$ cat src/rtl/ps2_pkg.sv
// Shared types and constants for the PS/2 keyboard receive path.
// Covers framing states, prefix-decode states and the queued key event.
package ps2_pkg;

    localparam logic [7:0] PS2_EXT = 8'hE0;
    localparam logic [7:0] PS2_BRK = 8'hF0;

    localparam int N_FILT = 6;
    localparam logic [7:0] PS2_FILT [N_FILT] = '{
        8'h00, 8'hAA, 8'hE1, 8'hFA, 8'hFE, 8'hFF
    };

    typedef enum logic [1:0] {
        F_IDLE,
        F_DATA,
        F_PAR,
        F_STOP
    } frame_state_e;

    typedef enum logic [1:0] {
        D_BASE,
        D_EXT,
        D_BRK,
        D_EXT_BRK
    } dec_state_e;

    typedef struct packed {
        logic       ext;
        logic       brk;
        logic [7:0] code;
    } ps2_ev_t;

    function automatic logic is_filtered(input logic [7:0] code);
        logic hit;
        hit = 1'b0;
        for (int i = 0; i < N_FILT; i++) begin
            if (code == PS2_FILT[i]) hit = 1'b1;
        end
        return hit;
    endfunction

endpackage

$ cat src/rtl/ps2_frame_rx.sv
// PS/2 line synchroniser and 11-bit frame receiver.
// Emits one byte_vld pulse per good frame, one frame_err pulse per dropped frame.
module ps2_frame_rx
    import ps2_pkg::*;
#(
    parameter int TIMEOUT_CYC = 5000
) (
    input  logic       clk_i,
    input  logic       reset_i,
    input  logic       kb_clk_i,
    input  logic       kb_data_i,
    output logic [7:0] byte_o,
    output logic       byte_vld_o,
    output logic       frame_err_o
);

    localparam int TW = $clog2(TIMEOUT_CYC + 1);
    localparam logic [TW-1:0] TMO_LAST = TW'(TIMEOUT_CYC - 1);

    logic [1:0]   clk_sync_q;
    logic [1:0]   data_sync_q;
    logic         clk_prev_q;
    logic         neg_pulse;
    logic         bit_in;

    frame_state_e state_q, state_d;
    logic [2:0]   bit_cnt_q, bit_cnt_d;
    logic [7:0]   shift_q, shift_d;
    logic         par_q, par_d;
    logic [TW-1:0] tmo_q, tmo_d;
    logic         byte_vld_q, byte_vld_d;
    logic         frame_err_q, frame_err_d;

    always_ff @(posedge clk_i) begin
        if (reset_i) begin
            clk_sync_q  <= 2'b11;
            data_sync_q <= 2'b11;
            clk_prev_q  <= 1'b1;
        end else begin
            clk_sync_q  <= {clk_sync_q[0], kb_clk_i};
            data_sync_q <= {data_sync_q[0], kb_data_i};
            clk_prev_q  <= clk_sync_q[1];
        end
    end

    assign neg_pulse = clk_prev_q & ~clk_sync_q[1];
    assign bit_in    = data_sync_q[1];

    always_ff @(posedge clk_i) begin
        if (reset_i) begin
            state_q     <= F_IDLE;
            bit_cnt_q   <= '0;
            shift_q     <= '0;
            par_q       <= 1'b0;
            tmo_q       <= '0;
            byte_vld_q  <= 1'b0;
            frame_err_q <= 1'b0;
        end else begin
            state_q     <= state_d;
            bit_cnt_q   <= bit_cnt_d;
            shift_q     <= shift_d;
            par_q       <= par_d;
            tmo_q       <= tmo_d;
            byte_vld_q  <= byte_vld_d;
            frame_err_q <= frame_err_d;
        end
    end

    always_comb begin
        state_d     = state_q;
        bit_cnt_d   = bit_cnt_q;
        shift_d     = shift_q;
        par_d       = par_q;
        byte_vld_d  = 1'b0;
        frame_err_d = 1'b0;
        tmo_d       = (neg_pulse || state_q == F_IDLE) ? '0 : tmo_q + TW'(1);

        if (neg_pulse) begin
            unique case (state_q)
                F_IDLE: begin
                    if (!bit_in) begin
                        state_d   = F_DATA;
                        bit_cnt_d = '0;
                    end
                end
                F_DATA: begin
                    shift_d   = {bit_in, shift_q[7:1]};
                    bit_cnt_d = bit_cnt_q + 3'd1;
                    if (bit_cnt_q == 3'd7) state_d = F_PAR;
                end
                F_PAR: begin
                    par_d   = bit_in;
                    state_d = F_STOP;
                end
                F_STOP: begin
                    state_d = F_IDLE;
                    // odd parity over data+parity and a high stop bit
                    if (bit_in && ^{shift_q, par_q}) byte_vld_d = 1'b1;
                    else frame_err_d = 1'b1;
                end
                default: state_d = F_IDLE;
            endcase
        end else if (state_q != F_IDLE && tmo_q == TMO_LAST) begin
            state_d     = F_IDLE;
            frame_err_d = 1'b1;
        end
    end

    assign byte_o      = shift_q;
    assign byte_vld_o  = byte_vld_q;
    assign frame_err_o = frame_err_q;

endmodule

$ cat src/rtl/ps2_scan_ctrl.sv
// PS/2 keyboard front end: frame receive, E0/F0 prefix decode, event FIFO.
// Also tracks the last make code, dropped-frame count and FIFO overflow.
module ps2_scan_ctrl
    import ps2_pkg::*;
#(
    parameter int FIFO_DEPTH  = 4,
    parameter int TIMEOUT_CYC = 5000
) (
    input  logic       sys_clk,
    input  logic       reset,
    input  logic       kb_clk,
    input  logic       kb_data,
    output logic       ev_valid,
    input  logic       ev_ready,
    output logic [7:0] ev_code,
    output logic       ev_ext,
    output logic       ev_brk,
    output logic [7:0] display_o,
    output logic [7:0] err_cnt,
    output logic       overflow,
    input  logic       err_clr
);

    localparam int AW = $clog2(FIFO_DEPTH);
    localparam int CW = AW + 1;

    logic [7:0] rx_byte;
    logic       rx_vld;
    logic       rx_err;

    ps2_frame_rx #(
        .TIMEOUT_CYC (TIMEOUT_CYC)
    ) u_rx (
        .clk_i       (sys_clk),
        .reset_i     (reset),
        .kb_clk_i    (kb_clk),
        .kb_data_i   (kb_data),
        .byte_o      (rx_byte),
        .byte_vld_o  (rx_vld),
        .frame_err_o (rx_err)
    );

    dec_state_e dec_q, dec_d;
    logic       push;
    ps2_ev_t    push_ev;

    ps2_ev_t    mem_q [FIFO_DEPTH];
    logic [AW-1:0] rd_q, rd_d;
    logic [AW-1:0] wr_q, wr_d;
    logic [CW-1:0] cnt_q, cnt_d;
    logic [7:0] err_q, err_d;
    logic       ovf_q, ovf_d;
    logic [7:0] disp_q, disp_d;

    logic       full;
    logic       pop;
    logic       wr_ok;

    always_comb begin
        dec_d   = dec_q;
        push    = 1'b0;
        push_ev = '0;
        if (rx_vld) begin
            dec_d = D_BASE;
            if (rx_byte == PS2_EXT) begin
                dec_d = D_EXT;
            end else if (rx_byte == PS2_BRK) begin
                // a second F0 is a protocol error and falls back to D_BASE
                if (dec_q == D_BASE) dec_d = D_BRK;
                else if (dec_q == D_EXT) dec_d = D_EXT_BRK;
            end else if (!is_filtered(rx_byte)) begin
                push         = 1'b1;
                push_ev.ext  = (dec_q == D_EXT) || (dec_q == D_EXT_BRK);
                push_ev.brk  = (dec_q == D_BRK) || (dec_q == D_EXT_BRK);
                push_ev.code = rx_byte;
            end
        end
    end

    assign full     = (cnt_q == CW'(FIFO_DEPTH));
    assign ev_valid = (cnt_q != '0);
    assign pop      = ev_valid & ev_ready;
    assign wr_ok    = push & (~full | pop);

    always_comb begin
        rd_d   = pop   ? rd_q + AW'(1) : rd_q;
        wr_d   = wr_ok ? wr_q + AW'(1) : wr_q;
        cnt_d  = cnt_q;
        if (wr_ok && !pop) cnt_d = cnt_q + CW'(1);
        else if (!wr_ok && pop) cnt_d = cnt_q - CW'(1);

        err_d  = err_q;
        ovf_d  = ovf_q;
        if (err_clr) begin
            err_d = '0;
            ovf_d = 1'b0;
        end else begin
            if (rx_err && err_q != 8'hFF) err_d = err_q + 8'd1;
            if (push && !wr_ok) ovf_d = 1'b1;
        end

        disp_d = (push && !push_ev.brk) ? push_ev.code : disp_q;
    end

    always_ff @(posedge sys_clk) begin
        if (reset) begin
            dec_q  <= D_BASE;
            rd_q   <= '0;
            wr_q   <= '0;
            cnt_q  <= '0;
            err_q  <= '0;
            ovf_q  <= 1'b0;
            disp_q <= '0;
            for (int i = 0; i < FIFO_DEPTH; i++) mem_q[i] <= '0;
        end else begin
            dec_q  <= dec_d;
            rd_q   <= rd_d;
            wr_q   <= wr_d;
            cnt_q  <= cnt_d;
            err_q  <= err_d;
            ovf_q  <= ovf_d;
            disp_q <= disp_d;
            if (wr_ok) mem_q[wr_q] <= push_ev;
        end
    end

    assign ev_code   = mem_q[rd_q].code;
    assign ev_ext    = mem_q[rd_q].ext;
    assign ev_brk    = mem_q[rd_q].brk;
    assign display_o = disp_q;
    assign err_cnt   = err_q;
    assign overflow  = ovf_q;

endmodule

$ cat config.mk
export PLATFORM = sky130hd
export DESIGN_NAME = ps2_scan_ctrl
export DESIGN_NICKNAME = d
export VERILOG_FILES = /design/src/rtl/ps2_pkg.sv /design/src/rtl/ps2_frame_rx.sv /design/src/rtl/ps2_scan_ctrl.sv
export SDC_FILE = /design/constraint.sdc
export NUM_CORES = 1
export LEC_CHECK = 0
export BUFFER_PORTS_ARGS = -buffer_cell sky130_fd_sc_hd__buf_2
export CELL_PAD_IN_SITES_DETAIL_PLACEMENT = 0
export CELL_PAD_IN_SITES_GLOBAL_PLACEMENT = 1
export CORE_MARGIN = 5
export CORE_UTILIZATION = 50
export CTS_BUF_LIST = sky130_fd_sc_hd__clkbuf_4 sky130_fd_sc_hd__clkbuf_8
export CTS_CLUSTER_SIZE = 25
export DETAILED_ROUTE_END_ITERATION = 10
export PLACE_DENSITY_LB_ADDON = 0.1
export SETUP_SLACK_MARGIN = 0.02
export SLEW_MARGIN = 10
export SYNTH_ARGS = -nofsm -noshare
export SYNTH_HDL_FRONTEND = slang
export SYNTH_HIERARCHICAL = 1
export SYNTH_SLANG_ARGS = --single-unit
$ cat constraint.sdc
create_clock -name sys_clk -period 3.3 [get_ports sys_clk]
set_input_delay 0.66 -clock sys_clk [delete_from_list [all_inputs] [get_ports sys_clk]]
set_output_delay 0.66 -clock sys_clk [all_outputs]
set_load 0.01 [all_outputs]
==> impl_summary.md <==
Power
The power share of the combinational group is 12.1%. Summed over all cells, the static leakage comes to about 1.7 nW. The internal power of the cells totals 1.81 mW.

In this run switching power makes up 26.5% of total power. Of the total power, the clock network draws 30.1%. The worst supply voltage drop on vdd is 0.276 mV. Power spread over the standard cell area amounts to between 400 and 500 nW/um2. The switching component of the power is around 0.65 mW. The sequential share of power is 57.7%.

Worst setup path
The longest individual stage delay on the worst path is around 0.78 ns. The cell class contributing the biggest share of worst-path delay is flip-flops. The slowest stage of the critical path is the sky130_fd_sc_hd__dfxtp_1 cell. For the worst setup path, the data required time is 2.64 ns. STA classifies the critical path endpoint as an output port. For the worst setup path, the data arrival time is 1.89 ns. The worst setup path is of the flop to output port kind. The maximum fanout count along the critical path is 10. Traced cell by cell, the critical path runs through mux4_2, buf_2.

Counting both buffers and inverters, the worst setup path holds a total of 1. The worst setup path is launched from a flop.

Yosys
The combined area of all synthesized cells is 4520 um2. In the synthesized netlist the dominant register cell turns out to be sky130_fd_sc_hd__dfxtp_1. Counting every net in the synthesized netlist gives 432. Each instance of the synthesized netlist takes up on average about 11 um2. The number of unique standard cell types used by synthesis is 54. After synthesis, the share of flip-flops with an asynchronous set or reset is 0%.

For this run, the number of Yosys warnings is 6. Sequential cells were found to cover between 50% and 60% of the synthesized design area. Synthesis inferred 102 register bits. Synthesis handed over a netlist of 415 instances. The number of enable-type register cells in the synthesized netlist is 40.

Place
The number of input and output port buffers inserted is 33. The HPWL after detailed placement is between 5000 and 6000 um. In this run the cell area measured after placement is 4760 um2. The placer's final routability congestion estimate is ~0.8.

Floorplan
The height of the chip is approximately 110 um. Measured along the x axis, the die boundary spans 105 um. The number of placed I/O pins is 34. The core area is 8760 um2. The row count is 34. Once the floorplan was initialized, standard cells occupied around half of the core. The die covers roughly 11000 um2.

STA
The sum of negative setup slack is 0 ns. Subtracting the final worst setup slack from the clock period gives roughly 2.6 ns. On the final layout, the worst clock skew is between 0.01 and 0.015 ns.

The headroom to the max-slew limit is 47.6%. The final period utilization is 77.3%. Setup repair after global routing left no endpoint under its margin. Setup violations remaining at the end of the flow were counted as 0. The maximum frequency from static timing analysis is approximately 0.39 GHz. The pin slew with the least headroom to its limit is 0.787 ns. The max-slew violation total from the final report came to 0.

The number of failing hold endpoints at the final stage is 0.

Global route
The initial antenna violation count is 0. Global routing consumed, over all layers together, between 15 and 20% of the routing resources. Entering global routing, the biggest net connects 50 pins. The via count of the first global-routing pass is approximately 3.0k. Summed over all layers, the global routing overflow is 0. The first global-routing pass estimated between 10000 and 15000 um of wire.

CTS
The buffer type at the clock tree root is sky130_fd_sc_hd__clkbuf_8. TritonCTS created 9 clock buffers. The clock drives 102 sinks. The clock latency on the worst-skew pair is 0.36 ns.

The post-cts sizing count is 0. The number of levels the H-tree was split into is 3. The CTS tree is built. After clock tree synthesis, the flow added hold-fix buffers numbering 0. The number of post-CTS setup repair buffers is 0. The longest clock path from root to sink contains 2 buffers. Clock-pin slew was measured on the worst setup and hold paths at 0.10 ns.

Detailed routing
Wires add up to a little over 8000 um. The vias after detailed routing is 3003. Using the TritonRoute via totals, the vias-per-cell ratio works out to 5.37. The initial detailed-routing violation count is 104. The count of antenna-violating nets left after detailed routing is 0.

The first-pass iteration count of the detailed router is 4. The mean routed wirelength per cell is 14.5 um. The DRC violations left is 0.

Cells and area
The area added between synthesis and finish is 9.70%. In the final layout, the share of cells above drive strength 1 is 17.3%. The area used by multi-input combinational logic is slightly below 2000 um2. 0 antenna diodes ended up in the layout. The layout net count is roughly 460. The layout has 789 filler cells. The sequential cell area in the final layout is roughly 2400 um2. The library cells used most frequently in the layout, excluding fill and tap cells, are 74 x sky130_fd_sc_hd__nor2_1, 62 x sky130_fd_sc_hd__dfxtp_1, 40 x sky130_fd_sc_hd__edfxtp_1, 33 x sky130_fd_sc_hd__buf_2, 27 x sky130_fd_sc_hd__nand2_1. After routing the design area is 4950 um2. The leading cell type in the layout, fill and taps excluded is sky130_fd_sc_hd__nor2_1.

Outcome
The run finished with clean final reports.

Worst hold path
The min-delay analysis places its worst path in the category flop to flop.

Run
The count of max-cap constraint violations is 0.
metrics by stage:
step                setup WS [ns]  instances  utilization [%]  power (mW)  hold slack [ns]
detailed placement          0.697        543             54.3        1.76            0.392
finish                      0.748        559             56.5        2.46            0.416
CTS                         0.680        559             56.5        2.51            0.416
global route                0.531        559             56.5        2.60            0.451
floorplan                   0.921        415                -        1.67            0.389
global placement            0.745        543             54.3        1.75            0.391
state kept, by name, summed over array words and instances (netlist names), 3 cells and up, named ones only:
| signal | cells |
|---|---|
| cnt_q | 3 |
| display_o | 8 |
| err_cnt | 8 |
| mem_q | 40 |
| u_rx/bit_cnt_q | 3 |
| u_rx/byte_o | 8 |
| u_rx/tmo_q | 13 |
metal layers:
layer / up-vias / GRT usage, % / part of all wire [%] / routed length (um)
met3: 4 / 2.40 / 3.1 / 251
met2: 43 / 26.4 / 50 / 4060
met5: - / 0 / 0 / 0
li1: 1508 / - / - / -
met1: 1448 / 21.3 / 46 / 3770
met4: 0 / 4.93 / 0.57 / 46
power groups by stage:
stage,Combinational [mW],Clock [mW],Sequential [mW]
finish,0.299,0.742,1.42
global route,0.329,0.831,1.44
CTS,0.305,0.777,1.42
detailed placement,0.306,0,1.45
global placement,0.298,0,1.45
floorplan,0.263,0,1.41
synth_stat cells (2+ instances only):
cell	instances	area, um2
sky130_fd_sc_hd__a21oi_1	17	85.1
sky130_fd_sc_hd__a31oi_1	2	12.5
sky130_fd_sc_hd__a32oi_1	2	17.5
sky130_fd_sc_hd__buf_2	6	30.0
sky130_fd_sc_hd__buf_6	2	22.5
sky130_fd_sc_hd__clkbuf_1	8	30.0
sky130_fd_sc_hd__dfxtp_1	62	1240
sky130_fd_sc_hd__edfxtp_1	40	1200
sky130_fd_sc_hd__ha_1	10	125
sky130_fd_sc_hd__inv_1	6	22.5
sky130_fd_sc_hd__mux2i_1	11	110
sky130_fd_sc_hd__mux4_2	10	225
sky130_fd_sc_hd__nand2_1	27	101
sky130_fd_sc_hd__nand2b_1	19	119
sky130_fd_sc_hd__nand3_1	17	85.1
sky130_fd_sc_hd__nand3b_1	4	30.0
sky130_fd_sc_hd__nand4_1	6	37.5
sky130_fd_sc_hd__nand4b_1	4	35.0
sky130_fd_sc_hd__nor2_1	74	278
sky130_fd_sc_hd__nor2b_1	4	25.0
sky130_fd_sc_hd__nor2b_4	2	27.5
sky130_fd_sc_hd__nor3_1	5	25.0
sky130_fd_sc_hd__nor4_1	2	12.5
sky130_fd_sc_hd__o21ai_0	6	30.0
sky130_fd_sc_hd__o21ai_1	2	10.0
sky130_fd_sc_hd__o31ai_1	2	15.0
sky130_fd_sc_hd__or2_2	6	37.5
sky130_fd_sc_hd__or2b_1	5	37.5
sky130_fd_sc_hd__or3_1	8	50.1
sky130_fd_sc_hd__xnor2_1	10	87.6
sky130_fd_sc_hd__xor2_1	13	114
path summary, 6_finish.rpt:
kind	start	end	slack (ns)	depth (start not counted)
setup reg to reg	u_rx/byte_o[2]$_SDFFE_PP0P_	cnt_q[2]$_SDFFE_PP0P_	0.76	11
hold reg to reg	u_rx/data_sync_q[0]$_SDFF_PP1_	u_rx/data_sync_q[1]$_SDFF_PP1_	0.42	1
setup / recovery	flop	ev_ext	0.75	2
hold / removal	u_rx/data_sync_q[0]$_SDFF_PP1_	u_rx/data_sync_q[1]$_SDFF_PP1_	0.42	1
kinds of logic after synthesis:
family / Yosys count / synth area share (%)
DFF: 102 / 54.1
adders and majority gates: 11 / 3.21
xor gates and xnor gates: 24 / 4.96
and+or+nand+nor: 191 / 21.5
muxes: 23 / 8.01
buffers and inverters: 25 / 2.66
AOI/OAI and AO/OA: 39 / 5.54
worst register-to-register path, cell delays in order (launching register included):
cell and delay, ns:
sky130_fd_sc_hd__dfxtp_1 0.47, sky130_fd_sc_hd__and4b_1 0.22, sky130_fd_sc_hd__a21boi_0 0.19, sky130_fd_sc_hd__o211a_4 0.22, sky130_fd_sc_hd__nand2_1 0.08, sky130_fd_sc_hd__inv_2 0.09, sky130_fd_sc_hd__ha_1 0.18, sky130_fd_sc_hd__inv_1 0.06
sky130_fd_sc_hd__fa_1 0.37, sky130_fd_sc_hd__xor2_1 0.16, sky130_fd_sc_hd__or3_1 0.30, sky130_fd_sc_hd__a21oi_1 0.13
final cells by class:
class / instances / share of cell area (%)
well taps: 108 / 2.73
inverters: 7 / 0.530
clock inverters: 7 / 1.41
multi-input cells: 288 / 39.4
flip-flops and latches: 102 / 49.3
clock buffers: 9 / 2.50
repair buffers: 38 / 4.09
(Power assumes the default switching activity.)
